<file path="src/rtl/serial_add_sub.sv">
// Bit-serial add/subtract: one full-adder cell reused LSB first, WIDTH+1 cycles from start to done pulse.
// No backpressure: start is taken only in IDLE; one operation per WIDTH+2 cycles.
module serial_add_sub #(
  parameter int WIDTH = 8
) (
  input  logic             clk,
  input  logic             rst,
  input  logic             start,
  input  logic             mode,
  input  logic [WIDTH-1:0] a,
  input  logic [WIDTH-1:0] b,
  output logic             busy,
  output logic             done,
  output logic [WIDTH-1:0] result,
  output logic             cout,
  output logic             ovf
);

  localparam int CW = (WIDTH > 2) ? $clog2(WIDTH) : 1;

  typedef enum logic [1:0] {
    ST_IDLE = 2'd0,
    ST_RUN  = 2'd1,
    ST_DONE = 2'd2
  } state_t;

  state_t           state, state_nxt;
  logic             load, step, finish;

  logic [WIDTH-1:0] a_sr, b_sr, sum_sr;
  logic [CW-1:0]    bit_cnt;
  logic             carry, mode_q, a_msb, b_msb;

  logic             x, y, s, carry_nxt, last_bit;
  logic [WIDTH-1:0] sum_sr_nxt;

  always_ff @(posedge clk or posedge rst) begin
    if (rst) begin
      state <= ST_IDLE;
    end else begin
      state <= state_nxt;
    end
  end

  always_comb begin
    state_nxt = state;
    load      = 1'b0;
    step      = 1'b0;
    finish    = 1'b0;
    case (state)
      ST_IDLE: begin
        if (start) begin
          load      = 1'b1;
          state_nxt = ST_RUN;
        end
      end
      ST_RUN: begin
        step = 1'b1;
        if (last_bit) begin
          finish    = 1'b1;
          state_nxt = ST_DONE;
        end
      end
      ST_DONE: begin
        state_nxt = ST_IDLE;
      end
      default: begin
        state_nxt = ST_IDLE;
      end
    endcase
  end

  // The single shared cell: subtract differs only in the borrow term.
  always_comb begin
    x          = a_sr[0];
    y          = b_sr[0];
    s          = x ^ y ^ carry;
    carry_nxt  = mode_q ? ((~x & y) | (~(x ^ y) & carry))
                        : ((x & y) | (carry & (x ^ y)));
    sum_sr_nxt = {s, sum_sr[WIDTH-1:1]};
    last_bit   = (bit_cnt == CW'(WIDTH - 1));
  end

  always_ff @(posedge clk or posedge rst) begin
    if (rst) begin
      a_sr    <= '0;
      b_sr    <= '0;
      sum_sr  <= '0;
      bit_cnt <= '0;
      carry   <= 1'b0;
      mode_q  <= 1'b0;
      a_msb   <= 1'b0;
      b_msb   <= 1'b0;
    end else if (load) begin
      a_sr    <= a;
      b_sr    <= b;
      sum_sr  <= '0;
      bit_cnt <= '0;
      carry   <= 1'b0;
      mode_q  <= mode;
      a_msb   <= a[WIDTH-1];
      b_msb   <= b[WIDTH-1];
    end else if (step) begin
      a_sr    <= a_sr >> 1;
      b_sr    <= b_sr >> 1;
      sum_sr  <= sum_sr_nxt;
      bit_cnt <= bit_cnt + CW'(1);
      carry   <= carry_nxt;
    end
  end

  // Visible outputs only move on the final bit, so the previous result holds during RUN.
  always_ff @(posedge clk or posedge rst) begin
    if (rst) begin
      result <= '0;
      cout   <= 1'b0;
      ovf    <= 1'b0;
      busy   <= 1'b0;
      done   <= 1'b0;
    end else begin
      busy <= (state_nxt == ST_RUN);
      done <= (state_nxt == ST_DONE);
      if (finish) begin
        result <= sum_sr_nxt;
        cout   <= carry_nxt;
        ovf    <= (mode_q ? (a_msb != b_msb) : (a_msb == b_msb)) && (s != a_msb);
      end
    end
  end

endmodule

</file>
<file path="config.mk">
export PLATFORM = sky130hd
export DESIGN_NAME = serial_add_sub
export DESIGN_NICKNAME = d
export VERILOG_FILES = /design/src/rtl/serial_add_sub.sv
export SDC_FILE = /design/constraint.sdc
export NUM_CORES = 1
export LEC_CHECK = 0
export ABC_AREA = 1
export ABC_CLOCK_PERIOD_IN_PS = 1200
export CORE_MARGIN = 3
export CORE_UTILIZATION = 46
export DETAILED_ROUTE_END_ITERATION = 8
export PLACE_DENSITY = 0.77
export SLEW_MARGIN = 40
export SYNTH_ARGS = -nofsm -noshare
export SYNTH_HDL_FRONTEND = slang
export SYNTH_SLANG_ARGS = --single-unit
</file>
<file path="constraint.sdc">
create_clock -name clk -period 1.2 [get_ports clk]
set_input_delay 0.24 -clock clk [delete_from_list [all_inputs] [get_ports clk]]
set_output_delay 0.24 -clock clk [all_outputs]
set_load 0.03 [all_outputs]
</file>
After elaboration in Yosys (flattened, before gate mapping)
Cells that the tools add are included.

storage, ports and cells
  input port bits = 20
  output and inout port bits = 12
  logic and storage cells = 55
  register bits = 45

operators by class
  mux-type cells = 20
  reduce and logical (&&, ||, !) cells = 3
  $add $sub $neg = 1
  equal/unequal tests = 7
  bitwise gates (word level) = 10

operators by type and width
  operator                                              count
  2-to-1 mux 8 bit                                      6
  2-to-1 mux 1 bit                                      9
  2-to-1 mux 3 bit                                      2
  AND 1 bit                                             4
  equality test 2 x 1 -> 1 bit (second input constant)  2
  2-to-1 mux 2 bit                                      2
  one-hot mux 2 bit (2 select lines)                    1
  adder 3 x 1 -> 3 bit (second input constant)          1
  equality test 3 bit (second input constant)           1
  equality test 2 bit (second input constant)           1
  zero test 2 bit                                       1
  inequality test 1 bit                                 2
  inverter 1 bit                                        2
  OR 1 bit                                              2
  nonzero test 2 bit                                    1
  bitwise XOR 1 bit                                     2
  equality test 1 bit                                   1
  logical AND 1 bit                                     1

Logic depth before layout (Yosys ltp)
Gate-level depths: netlist of the first run.

  word-level depth = 7
  gate-level depth with buffers = 7
  gate-level depth less buffers = 7

Worst setup path after synthesis of the first run
Ideal clock, no wire load.

  path type = register to register
  start point = reg bit_cnt[0]
  end point = reg ovf
  clock period less this slack = 1292 ps
  cell stages (with the launch flop) = 8
  buffers on the path = 1
  setup time = 117 ps
  slack = -92 ps
  arrival time = 1174 ps
  data required time = 1083 ps
  cells stage by stage = dfrtp_1 ha_1 ha_1 nand3_1 buf_2 nor2_1 nand3_1 nand2_1

between the ends
  cells in the longest elaborated chain, start to end = 3

ends and longest elaborated chain
  what                      RTL line  source
  start: declaration        31        logic [CW-1:0] bit_cnt;
  start signal: assignment  107       bit_cnt <= bit_cnt + CW'(1);
  equality test 3 bit       81        last_bit = (bit_cnt == CW'(WIDTH - 1));
  2-to-1 mux 1 bit          59        if (last_bit) begin
  2-to-1 mux 1 bit          50        case (state)
  end signal: assignment    126       ovf <= (mode_q ? (a_msb != b_msb) : (a_msb == b_msb)) && (s != a_msb);
  end: declaration          16        output logic ovf

No other way between the ends.
A chain may end at the register's enable or synchronous reset.

Final worst setup path of the first run
  start point = reg b_sr[0]
  end point = reg ovf

between the ends
  cells in the longest elaborated chain, start to end = 4

ends and longest elaborated chain
  what                             RTL line  source
  start: declaration               30        logic [WIDTH-1:0] a_sr, b_sr, sum_sr;
  start signal: assignment         105       b_sr <= b_sr >> 1;
  bitwise XOR 1 bit (2 in series)  77        s = x ^ y ^ carry;
  via s                            34        logic x, y, s, carry_nxt, last_bit;
  inequality test 1 bit            126
  logical AND 1 bit                126

The timed path passes the listed nets, and every way through them passes these cells.

==> flow_metrics.py, run 1 <==
metrics = {
    "global_routing": {
        "grt_remaining_overflow": 0,
        "grt_pass1_vias": 1407,
        "grt_pass1_wl_um": 6161,
        "track_usage_pct": 15.74,
        "grt_max_degree": 45,
        "antenna_found_initial": 0,
    },
    "synth": {
        "syn-num-nets": 226,
        "async_flop_share_pct": 100.0,
        "yosysWarningCount": 0,
        "yosys.area.top_type": "dfrtp_1",
        "yosys_most_used_dff": "dfrtp_1",
        "yosysMostFrequentCell": "nand2_1",
        "synth_edf_count": 0,
        "ys_seq_area_share_pct": 60.07,
        "avgSynthCellArea_um2": 9.074,
        "ys_top_cells_by_area": "dfrtp_1, nand2_1, nand3_1",
        "syn_inst": 202,
        "synth_top_cells_by_count": "nand2_1, dfrtp_1, inv_1",
        "synth_area_um2": 1833,
        "netlist.area_leader.share_pct": 60.07,
        "synth.distinct_cells": 16,
        "yosys_register_bits": 44,
    },
    "final_layout": {
        "antennaDiodeCount": 0,
        "syn2layout_area_growth_pct": 37.20,
        "final_nets": 273,
        "fin_area_um2": 2515,
        "nFillCells": 299,
        "layout-drive-gt1-share_pct": 25.60,
    },
    "sta": {
        "hold_viol": 0,
        "whs_ns": 0.3480,
        "worst_pin_slew_ns": 0.2692,
        "fin_crit_sh_pct": 115.0,
        "min_period_ns": 1.380,
        "setup_ws_ns": -0.1805,
        "fin_skew_ns": 0.005305,
        "drv_slew": 0,
        "rsz0062_at_grt": "true",
        "setup_violations": 12,
        "relSlewSlack_pct": 82.03,
        "max_freq_ghz": 0.7244,
    },
    "pwr": {
        "leakagePower_nw": 1.230,
        "powerDensity_nw_per_um2": 2460,
        "ir_drop_mv": 1.236,
    },
    "place": {
        "dpl-instance-area_um2": 2261,
        "place_congestion": 0.7692,
        "numPortBuffers": 31,
        "hpwl_um": 2389,
    },
    "run_status": {
        "violations": "negative setup slack",
        "status": "finished, violations left",
    },
    "clock_network": {
        "numCtsBuffers": 5,
        "clkTransAtPathRegs_ns": 0.08,
        "cts-root-buf": "clkbuf_8",
        "cts.hold.buffers_added": 0,
        "cts.sinks": 44,
        "clock_latency_ns": 0.28,
        "cts_tree": "done",
        "htree_levels": 2,
        "clk_path_buf_depth": 2,
    },
    "drt": {
        "finalWirelength_um": 3597,
        "ant_nets": 0,
        "wire_per_inst_um": 12.07,
        "via_count": 1459,
        "dr.pass1.iters": 6,
        "vias_per_cell": 4.896,
        "drt_iter0_markers": 122,
        "drc": 0,
    },
    "die": {
        "std_cell_rows": 22,
        "boundaryPins": 32,
        "die_h_um": 69.13,
        "die_area_um2": 4778,
        "core_area_um2": 3744,
        "die_w_um": 69.13,
        "initial_core_util_pct": 48.96,
    },
    "job": {
        "drv_cap": 0,
    },
    "setup_path": {
        "start_kind": "flop",
        "cp.arrival_ns": 1.55,
        "crit_path_max_fanout": 3,
        "cp-end-kind": "flop",
        "crit_type": "flop to flop",
        "crit_required_ns": 1.37,
    },
    "hold_path": {
        "min_path_type": "input pin to async pin",
    },
}
[critical path, cell delays in order, from the launching register on]
cell,delay [ns]
dfrtp_1,0.40
inv_2,0.09
fa_2,0.47
inv_2,0.11
nand3_2,0.07
nand3_1,0.08
nand2_1,0.05
[layer usage]
| metal | routed length [µm] | up-vias | global-route usage (%) |
|---|---|---|---|
| met1 | 1714 | 686 | 22.48 |
| li1 | - | 728 | - |
| met4 | 46 | 0 | 5.423 |
| met2 | 1664 | 39 | 23.62 |
| met3 | 171 | 6 | 3.644 |
| met5 | 0 | - | 0 |
[kinds of logic after synthesis]
group	after synthesis	synth area share [%]
AOI/OAI and AO/OA	26	7.577
buffers and inverters	32	7.645
DFF	44	60.07
adders and majority gates	4	3.549
and+or+nand+nor	96	21.16
[registers in the layout (all words and copies together), names as in the netlist]
signal / flops
state: 2
a_msb: 1
b_sr: 8
a_sr: 8
b_msb: 1
result: 8
sum_sr: 7
ovf: 1
mode_q: 1
bit_cnt: 3
cout: 1
carry: 1
done: 1
busy: 1
[through the flow]
stage               TNS [ns]  util (%)  cells  total power (W)  worst slack (ns)
finish                -1.147     67.18    298         0.006185           -0.1805
global route          -2.271     67.18    298         0.006661           -0.2716
CTS                   -1.405     65.11    295         0.005974           -0.1820
detailed placement    -7.348     60.39    284         0.004855           -0.2543
global placement      -6.773     60.39    284         0.004768           -0.2143
floorplan           -0.05660         -    202         0.004020          -0.05660
[power breakdown]
part	leakage (nW)	internal (W)	switching [W]	total (W)
clock network	0.0455	0.000469	0.000447	0.000916
logic	0.622	0.00119	0.00158	0.00278
registers	0.562	0.00210	0.000397	0.00249
[area by class of cell]
class,instances,area [µm²],area share (%)
Timing Repair Buffer,47,478.0,19.00
Inverter,25,100.1,3.980
Multi-Input combinational cell,126,685.7,27.26
Clock buffer,8,90.09,3.582
Tap cell,48,60.06,2.388
Sequential cell,44,1101,43.78
[repair_timing]
action,CTS,global route
resized for setup,15,25
buffers inserted,2,3
setup endpoints to repair,16,25
pin swaps,3,4
cloned,1,0
[cells in the final DEF (no fill, tap or decap), types with 2 or more instances in the layout]
master and instances:
o22ai_1 6, clkbuf_1 2, o21ai_1 7, buf_6 2, clkbuf_8 6, nand2_1 67
o21ai_0 6, clkdlybuf4s50_1 19, dfrtp_1 44, inv_2 6, nand2_2 7, inv_1 17
nand3_1 16, buf_12 4, nand2_4 2, o21ai_2 6, buf_4 21
[final timing paths]
kind | startpoint | endpoint | slack [ns] | cells after the start
setup / recovery | b_sr[0] | ovf | -0.18 | 6
hold / removal | rst | a_sr[7] | 0.35 | 3
setup reg to reg | b_sr[0] | ovf | -0.18 | 6
hold reg to reg | result[6] | result[6] | 0.49 | 2
max in group asynchronous | rst | done | 0.65 | 3
min in group clk | result[6] | result[6] | 0.49 | 2
No activity file was read; power rests on OpenSTA's default activity.
==> run 2, diff against run 1 <==
Settings changed: CAP_MARGIN from default to 20, REMOVE_ABC_BUFFERS from default to 1.
==> run 2 against run 1 <==
The run still ends with negative setup slack left; first-iteration DRC count decreased by 37%; worst hold slack worse by 0.054 ns; worst setup slack improved by 0.029 ns; combinational power down 4%; largest cell class unchanged; largest power group unchanged.
==> flow_metrics.py, run 2 (synthesized netlist as in run 1, its figures left out) <==
metrics = {
    "run_status": {
        "status": "finished, violations left",
        "violations": "negative setup slack",
    },
    "setup_path": {
        "start_kind": "flop",
        "critPathMostFrequentCell": "nand2_1",
        "critical-path-max-stage-delay_ns": 0.56,
        "crit_type": "flop to flop",
        "crit_path_start": "a_sr[0]",
        "path_cells": "fa_1, nand2_1, inv_1, nor2_1, nand3_1, nand2_1",
        "crit_required_ns": 1.39,
        "regToRegStartpoint": "a_sr[0]",
        "crit_path_max_fanout": 3,
        "cp_top_family": "adder cells",
        "crit_slowest_cell": "fa_1",
        "cp.arrival_ns": 1.54,
        "crit_buf_inv": 1,
        "cp-end-kind": "flop",
    },
    "clock_network": {
        "clock_latency_ns": 0.29,
        "cts.hold.buffers_added": 0,
        "htree_levels": 2,
        "numCtsBuffers": 5,
        "cts_tree": "done",
        "cts-root-buf": "clkbuf_8",
        "clk_path_buf_depth": 2,
        "clkTransAtPathRegs_ns": 0.08,
        "cts.sinks": 44,
    },
    "place": {
        "post-place-ws_ns": -0.1707,
        "numPortBuffers": 31,
        "hpwl_um": 2522,
        "place_congestion": 0.7795,
    },
    "sta": {
        "relSlewSlack_pct": 84.62,
        "max_freq_ghz": 0.7400,
        "setup_violations": 5,
        "tns_ns": -0.2462,
        "min_period_ns": 1.351,
        "fin_skew_ns": 0.008634,
        "hold_viol": 0,
        "whs_ns": 0.2944,
        "drv_slew": 0,
        "worst_pin_slew_ns": 0.2308,
        "setup_ws_ns": -0.1514,
        "rsz0062_at_grt": "true",
        "fin_crit_sh_pct": 112.6,
    },
    "drt": {
        "via_count": 1441,
        "dr.pass1.iters": 4,
        "wire_per_inst_um": 12.29,
        "drc": 0,
        "vias_per_cell": 4.836,
        "drt_iter0_markers": 77,
        "finalWirelength_um": 3662,
        "ant_nets": 0,
    },
    "pwr": {
        "powerDensity_nw_per_um2": 2479,
        "seq_power_share_pct": 40.9,
        "ir_drop_mv": 1.167,
        "clock_power_share_pct": 15.3,
        "intPower_w": 0.003693,
        "pwr-share-comb_pct": 43.8,
        "total_power_w": 0.006088,
        "power.switching_w": 0.002395,
        "p_sw_share_pct": 39.34,
        "leakagePower_nw": 1.223,
    },
    "final_layout": {
        "syn2layout_area_growth_pct": 33.99,
        "final_nets": 273,
        "top_regs": "a_sr (8), b_sr (8), result (8)",
        "layout-drive-gt1-share_pct": 24.00,
        "layout.cells.most_common": "nand2_1",
        "final_cell_mix": "nand2_1, dfrtp_1, buf_4",
        "antennaDiodeCount": 0,
    },
    "die": {
        "die_h_um": 69.13,
        "die_w_um": 69.13,
        "boundaryPins": 32,
        "core_area_um2": 3744,
        "die_area_um2": 4778,
        "std_cell_rows": 22,
        "initial_core_util_pct": 48.96,
    },
    "job": {
        "drv_cap": 0,
    },
    "global_routing": {
        "grt_pass1_vias": 1411,
        "antenna_found_initial": 0,
        "grt_pass1_wl_um": 6451,
        "grt_remaining_overflow": 0,
        "grt_max_degree": 45,
        "track_usage_pct": 17.05,
    },
    "hold_path": {
        "min_path_type": "input pin to async pin",
    },
}
## run 2: changes by cell type in the layout (fill, tap and decap cells not counted), sizes merged
cell	previous run	this run
clkinv	0	4
clkinvlp	1	0
inv	24	23
clkbuf	8	6
## run 2: cell type report
class	count	area, µm²
flip-flops and latches	44	1102
fillers	307	1287
well taps	48	60.06
multi-input cells	126	666.9
repair buffers	47	436.7
clock buffers	6	82.58
inverters	25	97.59
clock inverters	2	10.01
## run 2: path summary, 6_finish.rpt
path,endpoint,slack [ns],depth (start not counted)
max,ovf,-0.15,6
min,sum_sr[3],0.29,3
max reg2reg,ovf,-0.15,6
min reg2reg,result[5],0.49,2
max in group asynchronous,state[0],0.70,3
min in group clk,result[5],0.49,2
## run 2: tightest hold or removal path, delay by kind of cell
kind | cells | cell delay [ns]
buffers and inverters | 3 | 0.71
## run 2: power groups by stage
stage               logic [W]  clock network, W  registers (W)
finish                0.00267          0.000931        0.00249
global route          0.00297           0.00103        0.00258
CTS                   0.00252          0.000945        0.00246
detailed placement    0.00238                 0        0.00246
global placement      0.00231                 0        0.00243
floorplan             0.00117                 0        0.00273
## run 2: repair_timing
item                                    in CTS  in global routing
setup buffers                                2                  2
endpoints found under the setup margin      13                 30
pin swaps                                    5                  7
resized for setup                           12                 24
gates cloned                                 1                  0
## run 2: metal layers
layer	track usage, %	share of wire (%)
met4	6.508	0.87
met5	0	0
met3	4.810	4.2
met2	26.80	48
met1	22.36	46
## run 2: through the flow
| stage | std cells | utilization, % | instance area (µm²) |
|---|---|---|---|
| 6_report | 298 | 65.61 | 2456 |
| 4_1_cts | 297 | 63.97 | 2395 |
| 3_5_place_dp | 286 | 59.89 | 2242 |
| 3_3_place_gp | 286 | 59.89 | 2242 |
| 2_1_floorplan | 195 | - | 1787 |
| 5_1_grt | 298 | 65.61 | 2456 |
